===== config.mk =====
export PLATFORM = sky130hd
export DESIGN_NAME = fwd_hazard_unit
export DESIGN_NICKNAME = d
export VERILOG_FILES = /design/src/rtl/mips_pkg.sv /design/src/rtl/fwd_stage_reg.sv /design/src/rtl/fwd_hazard_unit.sv
export SDC_FILE = /design/constraint.sdc
export NUM_CORES = 1
export LEC_CHECK = 0
export CAP_MARGIN = 20
export CORE_MARGIN = 2
export CORE_UTILIZATION = 48
export DETAILED_ROUTE_END_ITERATION = 10
export PLACE_DENSITY = 0.75
export SLEW_MARGIN = 0
export SYNTH_ARGS = -nofsm -noshare
export SYNTH_HDL_FRONTEND = slang
export SYNTH_HIERARCHICAL = 1
export SYNTH_SLANG_ARGS = --single-unit

===== constraint.sdc =====
create_clock -name i_clk -period 1.6 [get_ports i_clk]
set_input_delay 0.32 -clock i_clk [delete_from_list [all_inputs] [get_ports i_clk]]
set_output_delay 0.32 -clock i_clk [all_outputs]
set_load 0.02 [all_outputs]

===== src/rtl/mips_pkg.sv =====
// Shared pipeline constants: forwarding select codes and register-specifier sizing.
package mips_pkg;

    localparam int unsigned REG_ADDR_BITS = 5;
    localparam int unsigned SEL_BITS      = 2;

    localparam int unsigned FWD_SEL_RF    = 0;
    localparam int unsigned FWD_SEL_EXMEM = 1;
    localparam int unsigned FWD_SEL_MEMWB = 2;

    localparam int unsigned REG_ZERO      = 0;

endpackage


===== src/rtl/fwd_stage_reg.sv =====
// Shadow pipeline-stage register: async active-low reset, hold, and bubble insertion.
module fwd_stage_reg #(
    parameter int unsigned WIDTH = 1
) (
    input  logic             clk,
    input  logic             rst_n,
    input  logic             hold,
    input  logic             bubble,
    input  logic [WIDTH-1:0] d,
    output logic [WIDTH-1:0] q
);

    // Hold dominates bubble so a frozen pipeline never loses its occupant.
    always_ff @(posedge clk or negedge rst_n) begin
        if (!rst_n) begin
            q <= '0;
        end else if (!hold) begin
            q <= bubble ? '0 : d;
        end
    end

endmodule


===== src/rtl/fwd_hazard_unit.sv =====
// EX-stage operand forwarding select and load-use stall generation from shadow EX/MEM/WB state.
// Optional saturating stall/forward counters when FWD_HAZARD_STATS_EN is defined.
module fwd_hazard_unit #(
    parameter int unsigned REG_ADDR_BITS = mips_pkg::REG_ADDR_BITS,
    parameter int unsigned SEL_BITS      = mips_pkg::SEL_BITS
) (
    input  logic                     i_clk,
    input  logic                     i_rst_n,
    input  logic                     i_stall,
    input  logic                     i_flush,
    input  logic [REG_ADDR_BITS-1:0] i_id_rs,
    input  logic [REG_ADDR_BITS-1:0] i_id_rt,
    input  logic [REG_ADDR_BITS-1:0] i_id_dst,
    input  logic                     i_id_reg_write,
    input  logic                     i_id_mem_to_reg,
    output logic [SEL_BITS-1:0]      o_sel_a,
    output logic [SEL_BITS-1:0]      o_sel_b,
    output logic                     o_hazard_stall
`ifdef FWD_HAZARD_STATS_EN
    ,
    output logic [15:0]              o_stall_cnt,
    output logic [15:0]              o_fwd_cnt
`endif
);

    import mips_pkg::FWD_SEL_RF;
    import mips_pkg::FWD_SEL_EXMEM;
    import mips_pkg::FWD_SEL_MEMWB;
    import mips_pkg::REG_ZERO;

    localparam int unsigned EX_W  = 3 * REG_ADDR_BITS + 2;
    localparam int unsigned MEM_W = REG_ADDR_BITS + 2;
    localparam int unsigned WB_W  = REG_ADDR_BITS + 1;

    localparam logic [REG_ADDR_BITS-1:0] ZERO_REG = REG_ADDR_BITS'(REG_ZERO);
    localparam logic [SEL_BITS-1:0]      SEL_RF   = SEL_BITS'(FWD_SEL_RF);
    localparam logic [SEL_BITS-1:0]      SEL_EXM  = SEL_BITS'(FWD_SEL_EXMEM);
    localparam logic [SEL_BITS-1:0]      SEL_MWB  = SEL_BITS'(FWD_SEL_MEMWB);

    logic [EX_W-1:0]          ex_d;
    logic [EX_W-1:0]          ex_q;
    logic [MEM_W-1:0]         mem_d;
    logic [MEM_W-1:0]         mem_q;
    logic [WB_W-1:0]          wb_d;
    logic [WB_W-1:0]          wb_q;

    logic [REG_ADDR_BITS-1:0] ex_rs;
    logic [REG_ADDR_BITS-1:0] ex_rt;
    logic [REG_ADDR_BITS-1:0] ex_dst;
    logic                     ex_we;
    logic                     ex_load;
    logic [REG_ADDR_BITS-1:0] mem_dst;
    logic                     mem_we;
    logic                     mem_load_unused;
    logic [REG_ADDR_BITS-1:0] wb_dst;
    logic                     wb_we;

    logic                     ex_bubble;
    logic                     mem_fwd_ok;
    logic                     wb_fwd_ok;

    assign {ex_rs, ex_rt, ex_dst, ex_we, ex_load} = ex_q;
    // MEM.load is tracked for visibility; the load-use bubble means it never gates forwarding.
    assign {mem_dst, mem_we, mem_load_unused}     = mem_q;
    assign {wb_dst, wb_we}                        = wb_q;

    assign ex_d  = {i_id_rs, i_id_rt, i_id_dst, i_id_reg_write, i_id_mem_to_reg};
    assign mem_d = {ex_dst, ex_we, ex_load};
    assign wb_d  = {mem_dst, mem_we};

    // A flush coinciding with a load-use hazard still yields a single bubble.
    assign ex_bubble = i_flush | o_hazard_stall;

    fwd_stage_reg #(.WIDTH(EX_W)) u_ex (
        .clk    (i_clk),
        .rst_n  (i_rst_n),
        .hold   (i_stall),
        .bubble (ex_bubble),
        .d      (ex_d),
        .q      (ex_q)
    );

    fwd_stage_reg #(.WIDTH(MEM_W)) u_mem (
        .clk    (i_clk),
        .rst_n  (i_rst_n),
        .hold   (i_stall),
        .bubble (1'b0),
        .d      (mem_d),
        .q      (mem_q)
    );

    fwd_stage_reg #(.WIDTH(WB_W)) u_wb (
        .clk    (i_clk),
        .rst_n  (i_rst_n),
        .hold   (i_stall),
        .bubble (1'b0),
        .d      (wb_d),
        .q      (wb_q)
    );

    assign mem_fwd_ok = mem_we & (mem_dst != ZERO_REG);
    assign wb_fwd_ok  = wb_we & (wb_dst != ZERO_REG);

    // MEM is the most recent writer, so it takes priority over WB.
    always_comb begin
        o_sel_a = SEL_RF;
        o_sel_b = SEL_RF;
        if (mem_fwd_ok && (mem_dst == ex_rs)) begin
            o_sel_a = SEL_EXM;
        end else if (wb_fwd_ok && (wb_dst == ex_rs)) begin
            o_sel_a = SEL_MWB;
        end
        if (mem_fwd_ok && (mem_dst == ex_rt)) begin
            o_sel_b = SEL_EXM;
        end else if (wb_fwd_ok && (wb_dst == ex_rt)) begin
            o_sel_b = SEL_MWB;
        end
    end

    assign o_hazard_stall = ex_load & ex_we & (ex_dst != ZERO_REG) &
                            ((ex_dst == i_id_rs) | (ex_dst == i_id_rt));

`ifdef FWD_HAZARD_STATS_EN
    localparam logic [15:0] STAT_MAX = 16'hFFFF;

    logic fwd_any;
    assign fwd_any = (o_sel_a != SEL_RF) | (o_sel_b != SEL_RF);

    // Saturating event counters; frozen cycles are not counted.
    always_ff @(posedge i_clk or negedge i_rst_n) begin
        if (!i_rst_n) begin
            o_stall_cnt <= '0;
            o_fwd_cnt   <= '0;
        end else if (!i_stall) begin
            if (o_hazard_stall && (o_stall_cnt != STAT_MAX)) begin
                o_stall_cnt <= o_stall_cnt + 16'd1;
            end
            if (fwd_any && (o_fwd_cnt != STAT_MAX)) begin
                o_fwd_cnt <= o_fwd_cnt + 16'd1;
            end
        end
    end
`endif

endmodule


**Word level (Yosys, flattened, before mapping)**

Cells that the tools add are included.

- Register bits: 30
- Input port bits: 21

- Equality and inequality tests: 6
- Multiplexer cells: 5
- Bitwise operators: 7
- Reductions and logical operators: 7

Operator list:

| kind | number |
|---|---|
| equality test 5 bit | 6 |
| 2-to-1 mux 17 bit | 1 |
| nonzero test 5 bit | 3 |
| 2-to-1 mux 2 bit | 4 |
| AND 1 bit | 5 |
| logical AND 1 bit | 4 |
| bitwise OR 1 bit | 2 |

**Logic depth before layout (Yosys ltp)**

Gate-level depths: netlist of the first run.

- Depth in word-level cells: 5
- Mapped depth: 7
- Mapped depth without buffers: 6

**Modules after synthesis**

The synthesis of the first run kept the hierarchy.

Modules (own cells, without submodules):

| module | instances | cells an instance | area each (um^2) | sequential area each (um^2) |
|---|---|---|---|---|
| fwd_stage_reg (u_ex) | 1 | 72 | 734.5 | 425.4 |
| fwd_hazard_unit | 1 | 53 | 410.4 | 0.0 |
| fwd_stage_reg (u_mem) | 1 | 28 | 301.5 | 175.2 |
| fwd_stage_reg (u_wb) | 1 | 24 | 249.0 | 150.1 |

**Worst setup path after synthesis of the first run**

Ideal clock, no wire load.

- Path kind: reg2out
- From: register u_mem.q[3]
- To: output o_sel_a[1]
- Data arrival time: 1772 ps
- Path slack: -492 ps
- Cell stages (with the launch flop): 5
- Cell sequence: dfrtp_1 or4_1 o21ai_2 nor4_1 nor3_1

- Word-level cells in the longest chain between the ends: 4

RTL lines:

| item | line | RTL |
|---|---|---|
| start: declaration | fwd_stage_reg.sv:10 | `output logic [WIDTH-1:0] q` |
| start signal: assignment | fwd_stage_reg.sv:18 | `q <= bubble ? '0 : d;` |
| nonzero test 5 bit | fwd_hazard_unit.sv:101 | `assign mem_fwd_ok = mem_we & (mem_dst != ZERO_REG);` |
| AND 1 bit | fwd_hazard_unit.sv:101 |  |
| logical AND 1 bit * | fwd_hazard_unit.sv:108 | `if (mem_fwd_ok && (mem_dst == ex_rs)) begin` |
| 2-to-1 mux 2 bit * | fwd_hazard_unit.sv:108 |  |
| end: declaration | fwd_hazard_unit.sv:16 | `output logic [SEL_BITS-1:0] o_sel_a,` |

Every way passes the cells marked *; elsewhere a longest branch is shown, timed or not.

**Worst setup path in the final report of the first run**

- From: register u_mem.q[3]
- To: output o_sel_b[1]

- Word-level cells in the longest chain between the ends: 4

RTL lines:

| item | line | RTL |
|---|---|---|
| nonzero test 5 bit | fwd_hazard_unit.sv:101 |  |
| AND 1 bit | fwd_hazard_unit.sv:101 |  |
| logical AND 1 bit * | fwd_hazard_unit.sv:113 | `if (mem_fwd_ok && (mem_dst == ex_rt)) begin` |
| 2-to-1 mux 2 bit * | fwd_hazard_unit.sv:113 |  |
| end: declaration | fwd_hazard_unit.sv:17 | `output logic [SEL_BITS-1:0] o_sel_b,` |

Marks and branches as above.

==> results of run 1 <==
through the flow:
stage | area [um^2] | setup TNS (ps) | setup slack, ps | total power, uW
after floorplan | 1760 | -1910 | -235 | 1060
after global placement | 2280 | -8640 | -710 | 1250
after detailed placement | 2280 | -9170 | -718 | 1260
after CTS | 2500 | -7190 | -629 | 1830
after global routing | 2620 | -8520 | -716 | 2000
final | 2620 | -7500 | -628 | 1900
state kept, by name (all words and copies together) (netlist names):
name,cells
u_ex/q,17
u_mem/q,6
u_wb/q,6
worst register-to-register path: stages (launching register included):
cell	delay [ps]
dfrtp_1	390
or4_1	540
o211ai_1	250
buf_4	170
o21bai_4	80
buf_6	150
nand2b_4	140
o21ai_2	120
path summary, 6_finish.rpt:
path	from	to	slack (ps)	cells after the start
min	i_rst_n	u_ex/q[12]$_DFFE_PN0N_	370	2
min in group i_clk	u_ex/q[0]$_DFFE_PN0N_	u_ex/q[0]$_DFFE_PN0N_	500	2
min reg2reg	u_ex/q[0]$_DFFE_PN0N_	u_ex/q[0]$_DFFE_PN0N_	500	2
max	u_mem/q[3]$_DFFE_PN0N_	o_sel_b[1]	-630	5
max in group asynchronous	i_rst_n	u_ex/q[8]$_DFFE_PN0N_	950	2
max reg2reg	u_ex/q[5]$_DFFE_PN0N_	u_ex/q[13]$_DFFE_PN0N_	-320	7
final cells by class:
cell class	instances	area, um^2	share of cell area (%)
clock inverter	1	5.00	0.191
tap	46	57.6	2.20
clock buffer	7	65.1	2.49
timing repair buffer	66	572	21.8
multi-input combinational	148	1190	45.6
sequential	29	726	27.7
power by group through the flow:
stage	Clock [uW]	Sequential (uW)	Combinational, uW
floorplan	0	847	211
global placement	0	841	405
detailed placement	0	843	420
CTS	523	828	481
global route	576	837	585
finish	519	832	546
what timing repair did:
item	CTS	global route
pin swaps	8	13
setup endpoints to repair	22	22
gates resized for setup	52	19
gates cloned	1	0
endpoints found under the hold margin	0	0
setup buffers	1	3
routing by layer:
layer / global-route usage (%) / part of all wire [%] / up-vias
li1: - / - / 723
met1: 27.9 / 38 / 746
met2: 44.2 / 56 / 48
met3: 5.41 / 3.8 / 14
met4: 10.6 / 2.5 / 0
met5: 0 / 0 / -
placed cells by master (no fill, tap or decap), types with 2 or more instances in the layout:
cell and n:
clkbuf_4 5, o21ai_1 8, xnor2_2 4, nand2b_1 10, nor4_4 3, nor3_2 3
or4_4 2, o21ai_2 16, clkdlybuf4s50_1 19, nand3_1 2, buf_6 5, buf_4 40
a22o_1 2, conb_1 12, nand2_1 26, or4_1 2, clkbuf_8 2, nand2b_4 16
xor2_1 21, dfrtp_1 29, xnor2_1 4, nor2_1 4, o21ai_0 3
==> results.md, run 1 <==
* Die Span X at roughly 63 um
* Critical path data arrival time at 1910 ps
* Hold Buf Count CTS at 0
* GP Congestion at around 0.92
* Drt drc at 0
* Share of cells above drive strength 1 at a little over two fifths
* Skew-Pair Late Insertion Delay at 330 ps
* Crit. End Element: primary output
* PwrDens at 725 nW/um^2
* Family with the most delay on the worst path: simple AND/OR/NAND/NOR gates
* CORE AREA at 3310 um^2
* Max rail drop VDD at 0.000580 V
* Pre-antenna DRT Iters at 4
* WL per Instance at around 16 um
* Leakage at about 0.0013 uW
* Psw at slightly below 600 uW
* Die ar. at approximately 3900 um^2
* I/O pins at 26
* Longest Clk Path Bufs at 2
* CTS Sinks at 29
* Root Driver: clkbuf_4
* Placed cells at approximately 280
* H-tree levels at 2
* Worst Hold Margin at 372 ps
* WP data required at roughly 1300 ps
* Hpwl dp at around 3 mm
* Die H at approximately 63 um
* Cts bufs inserted at 5
* Layout Utilization at around four fifths
* Filler Cells Inserted at 218
* GR Util All Layers at ~25%
* Ant. Diodes at 0
* Violated checks: setup timing
* Max cap viols at 0
* Clock Skews at 7.19 ps
* Most used cell, CP: nor4_4
* F_max at about 450 MHz
* Combinational share of power at between 20% and 30%
* Unrepaired setup endpoints after global routing: yes
* Starting DRT DRC Count at 86
* YS warnings at 6
* Slew @ Worst Pin at 631 ps
* Port bufs at 25
* Sequential power share at about 44%
* Slowest CP cell: or4_4
* Hold Violations, Final at 0
* Rows at 21
* CP max stage delay at around 550 ps
* Clk pwr share at between 20% and 30%
* Initial antenna violation count at 0
* Largest net degree at the start of global routing at 31
* Final WL at slightly below 5 mm
* CTS tree: done
* Via-to-Cell Ratio at between 5 and 6
* Number of global-route vias before repair at roughly 1600
* Via count at around 1500
* Post-route insts no fill at approximately 300
* Syn Inst Count at approximately 170
* Relative slew slack at 57.9%
* Sw Ratio at 30.4%
* Buf+Inv Stages, Crit Path at 1
* Average size of a mapped cell at approximately 9.5 um^2
* Internal power at around 1300 uW
* Synthesis-to-finish area growth at 58.5%
* CTS clk-pin slew, worst paths at about 100 ps
* Final setup viols at 22
* Setup crit start kind: flip-flop
* Status: finished, violations left
* Synthesized area at 1650 um^2
* CP max FO at 2
* Initial Util at around 50%
* Critical path type: flip-flop to primary output
* CP cell instances: or4_4 -> o21ai_4 -> nor4_4 -> nor4_4 -> buf_4
* Final setup margin at -628 ps
* First-pass GRT wire length at ~7.5 mm
* Final period util at 139%
* Final antenna-violating net count at 0
* Fin nets at about 270
* HP Class: input pin to async pin
* Gr ovfl total at 0
* Fin. max-slew vios at 0
* Fin crit period at approximately 2200 ps
(Power assumes the default switching activity.)
==> inputs of run 2 (changes only) <==
--- a/config.mk
+++ b/config.mk
@@ -10,6 +10,7 @@
 export CORE_UTILIZATION = 48
 export DETAILED_ROUTE_END_ITERATION = 10
 export PLACE_DENSITY = 0.75
+export REMOVE_ABC_BUFFERS = 1
 export SLEW_MARGIN = 0
 export SYNTH_ARGS = -nofsm -noshare
 export SYNTH_HDL_FRONTEND = slang
==> run 2 against run 1 <==
Net effect:
- combinational power fell by 4.2%
- sequential cell count stayed put
- the run still ends with setup timing left
- critical endpoint unchanged
- critical path type unchanged
- routed wire length shrank 4.6%
- non-clock buffer count is 4 lower
- sequential share of layout area increased by 0.66 points
==> results.md, run 2 (synthesized netlist as in run 1, its figures left out) <==
* PwrDens at 714 nW/um^2
* Most flops, register: u_ex/q
* CTS Sinks at 29
* Cts bufs inserted at 5
* Relative slew slack at 63.2%
* Initial Util at 49.9%
* Regs by FF count: u_ex/q: 17 flops, u_mem/q: 6 flops, u_wb/q: 6 flops
* Setup crit start kind: flip-flop
* Starting DRT DRC Count at 52
* H-tree levels at 2
* Via count at about 1500
* First-pass GRT wire length at 6.87 mm
* Placed cell area at around 2200 um^2
* Setup WS pre-CTS at -752 ps
* HP Class: input pin to async pin
* Final WL at 4.59 mm
* Max rail drop VDD at roughly 0.00061 V
* Final period util at 140%
* Setup TNS at -6950 ps
* Worst Setup SP: u_wb/q[5]$_DFFE_PN0N_
* Status: finished, violations left
* Fin nets at roughly 270
* Largest net degree at the start of global routing at 30
* Clock Skews at around 13 ps
* Violated checks: setup timing
* Hold Buf Count CTS at 0
* Share of cells above drive strength 1 at between 40 and 50%
* Drt drc at 0
* I/O pins at 26
* Hold Violations, Final at 0
* Ant. Diodes at 0
* Hpwl dp at 2.74 mm
* Final setup viols at 22
* CTS tree: done
* Crit. End Element: primary output
* GP Congestion at slightly above 0.9
* Max reg flops at 17
* Initial antenna violation count at 0
* Most frequent cells in the layout: 32 x buf_4, 28 x dfrtp_1, 26 x nand2_1
* Final setup margin at -632 ps
* F_max at about 450 MHz
* Critical path data arrival time at 1910 ps
* Slew @ Worst Pin at between 500 and 600 ps
* Max cap viols at 0
* Reg2Reg Launch Point: u_ex/q[3]$_DFFE_PN0N_
* WP data required at around 1300 ps
* Filler Cells Inserted at 223
* Commonest non-fill, non-tap cell in the layout: buf_4
* Critical path type: flip-flop to primary output
* GR Util All Layers at around a quarter
* Number of global-route vias before repair at ~1500
* Unrepaired setup endpoints after global routing: yes
* Rows at 21
* CP max FO at 3
* Gr ovfl total at 0
* Die ar. at 3930 um^2
* Fin. max-slew vios at 0
* Fin crit period at roughly 2200 ps
* Root Driver: clkbuf_4
* Die H at 62.7 um
* Port bufs at 25
* Final antenna-violating net count at 0
* Die Span X at between 60 and 70 um
* Via-to-Cell Ratio at between 5 and 6
* Skew-Pair Late Insertion Delay at around 350 ps
* WL per Instance at 15.7 um
* Longest Clk Path Bufs at 2
* Synthesis-to-finish area growth at 55.1%
* CORE AREA at approximately 3300 um^2
* Pre-antenna DRT Iters at 4
* Fin area at between 2000 and 3000 um^2
* Leakage at 0.00122 uW
* CTS clk-pin slew, worst paths at ~100 ps
## run 2: cell count changes in the layout (fill, tap and decap cells not counted), moves of 2 or more
| cell | delta |
|---|---|
| buf_4 | -8 |
| buf_6 | +4 |
| xnor2_2 | -3 |
| nor4_2 | +2 |
| nor4_4 | -2 |
| xnor2_1 | +2 |
## run 2: critical path, cell delays in order (launching register included)
cell and delay [ps]:
dfrtp_1 390, or4_1 130, o21ai_1 70, or4_4 540, nor4_2 260, buf_4 180
## run 2: area by class of cell
class / count / area [um^2] / area share [%]
Multi-Input combinational cell: 148 / 1180 / 46.1
Sequential cell: 29 / 727 / 28.4
Timing Repair Buffer: 62 / 541 / 21.1
Tap cell: 46 / 57.6 / 2.25
Clock buffer: 7 / 55.1 / 2.15
## run 2: timing repair
action                                 CTS  global route
cloned                                   1             0
endpoints found under the hold margin    0             0
buffers inserted                         3             2
resized for setup                       60            29
setup endpoints to repair               22            22
pin swaps                               18            17
## run 2: path summary, 6_finish.rpt
path                            cells past startpoint  slack [ps]                      to
worst min-delay path                                2         350   u_wb/q[4]$_DFFE_PN0N_
worst min register to register                      2         530   u_wb/q[0]$_DFFE_PN0N_
worst max register to register                      7        -270   u_ex/q[7]$_DFFE_PN0N_
max in group asynchronous                           2         930   u_ex/q[6]$_DFFE_PN0N_
min in group i_clk                                  3         420  u_ex/q[16]$_DFFE_PN0N_
worst max-delay path                                5        -630              o_sel_b[1]
## run 2: per-layer routing
layer  part of all wire (%)  global-route usage (%)
met4                    2.8                    12.8
met5                      0                       0
met1                     37                    23.6
met2                     57                    44.9
met3                    3.1                    4.68
## run 2: power by group
part,total [uW],internal (uW),switching (uW)
Sequential,836,782,53.6
Clock,470,207,263
Combinational,523,275,248
Total,1830,1260,564
## run 2: metrics by stage
stage	instances	util (%)	total power, uW	hold WS (ps)
floorplan	177	-	1010	24.4
global placement	280	65.8	1210	473
detailed placement	280	65.8	1230	501
CTS	291	72.9	1750	367
global route	292	77.4	1910	385
finish	292	77.4	1830	350
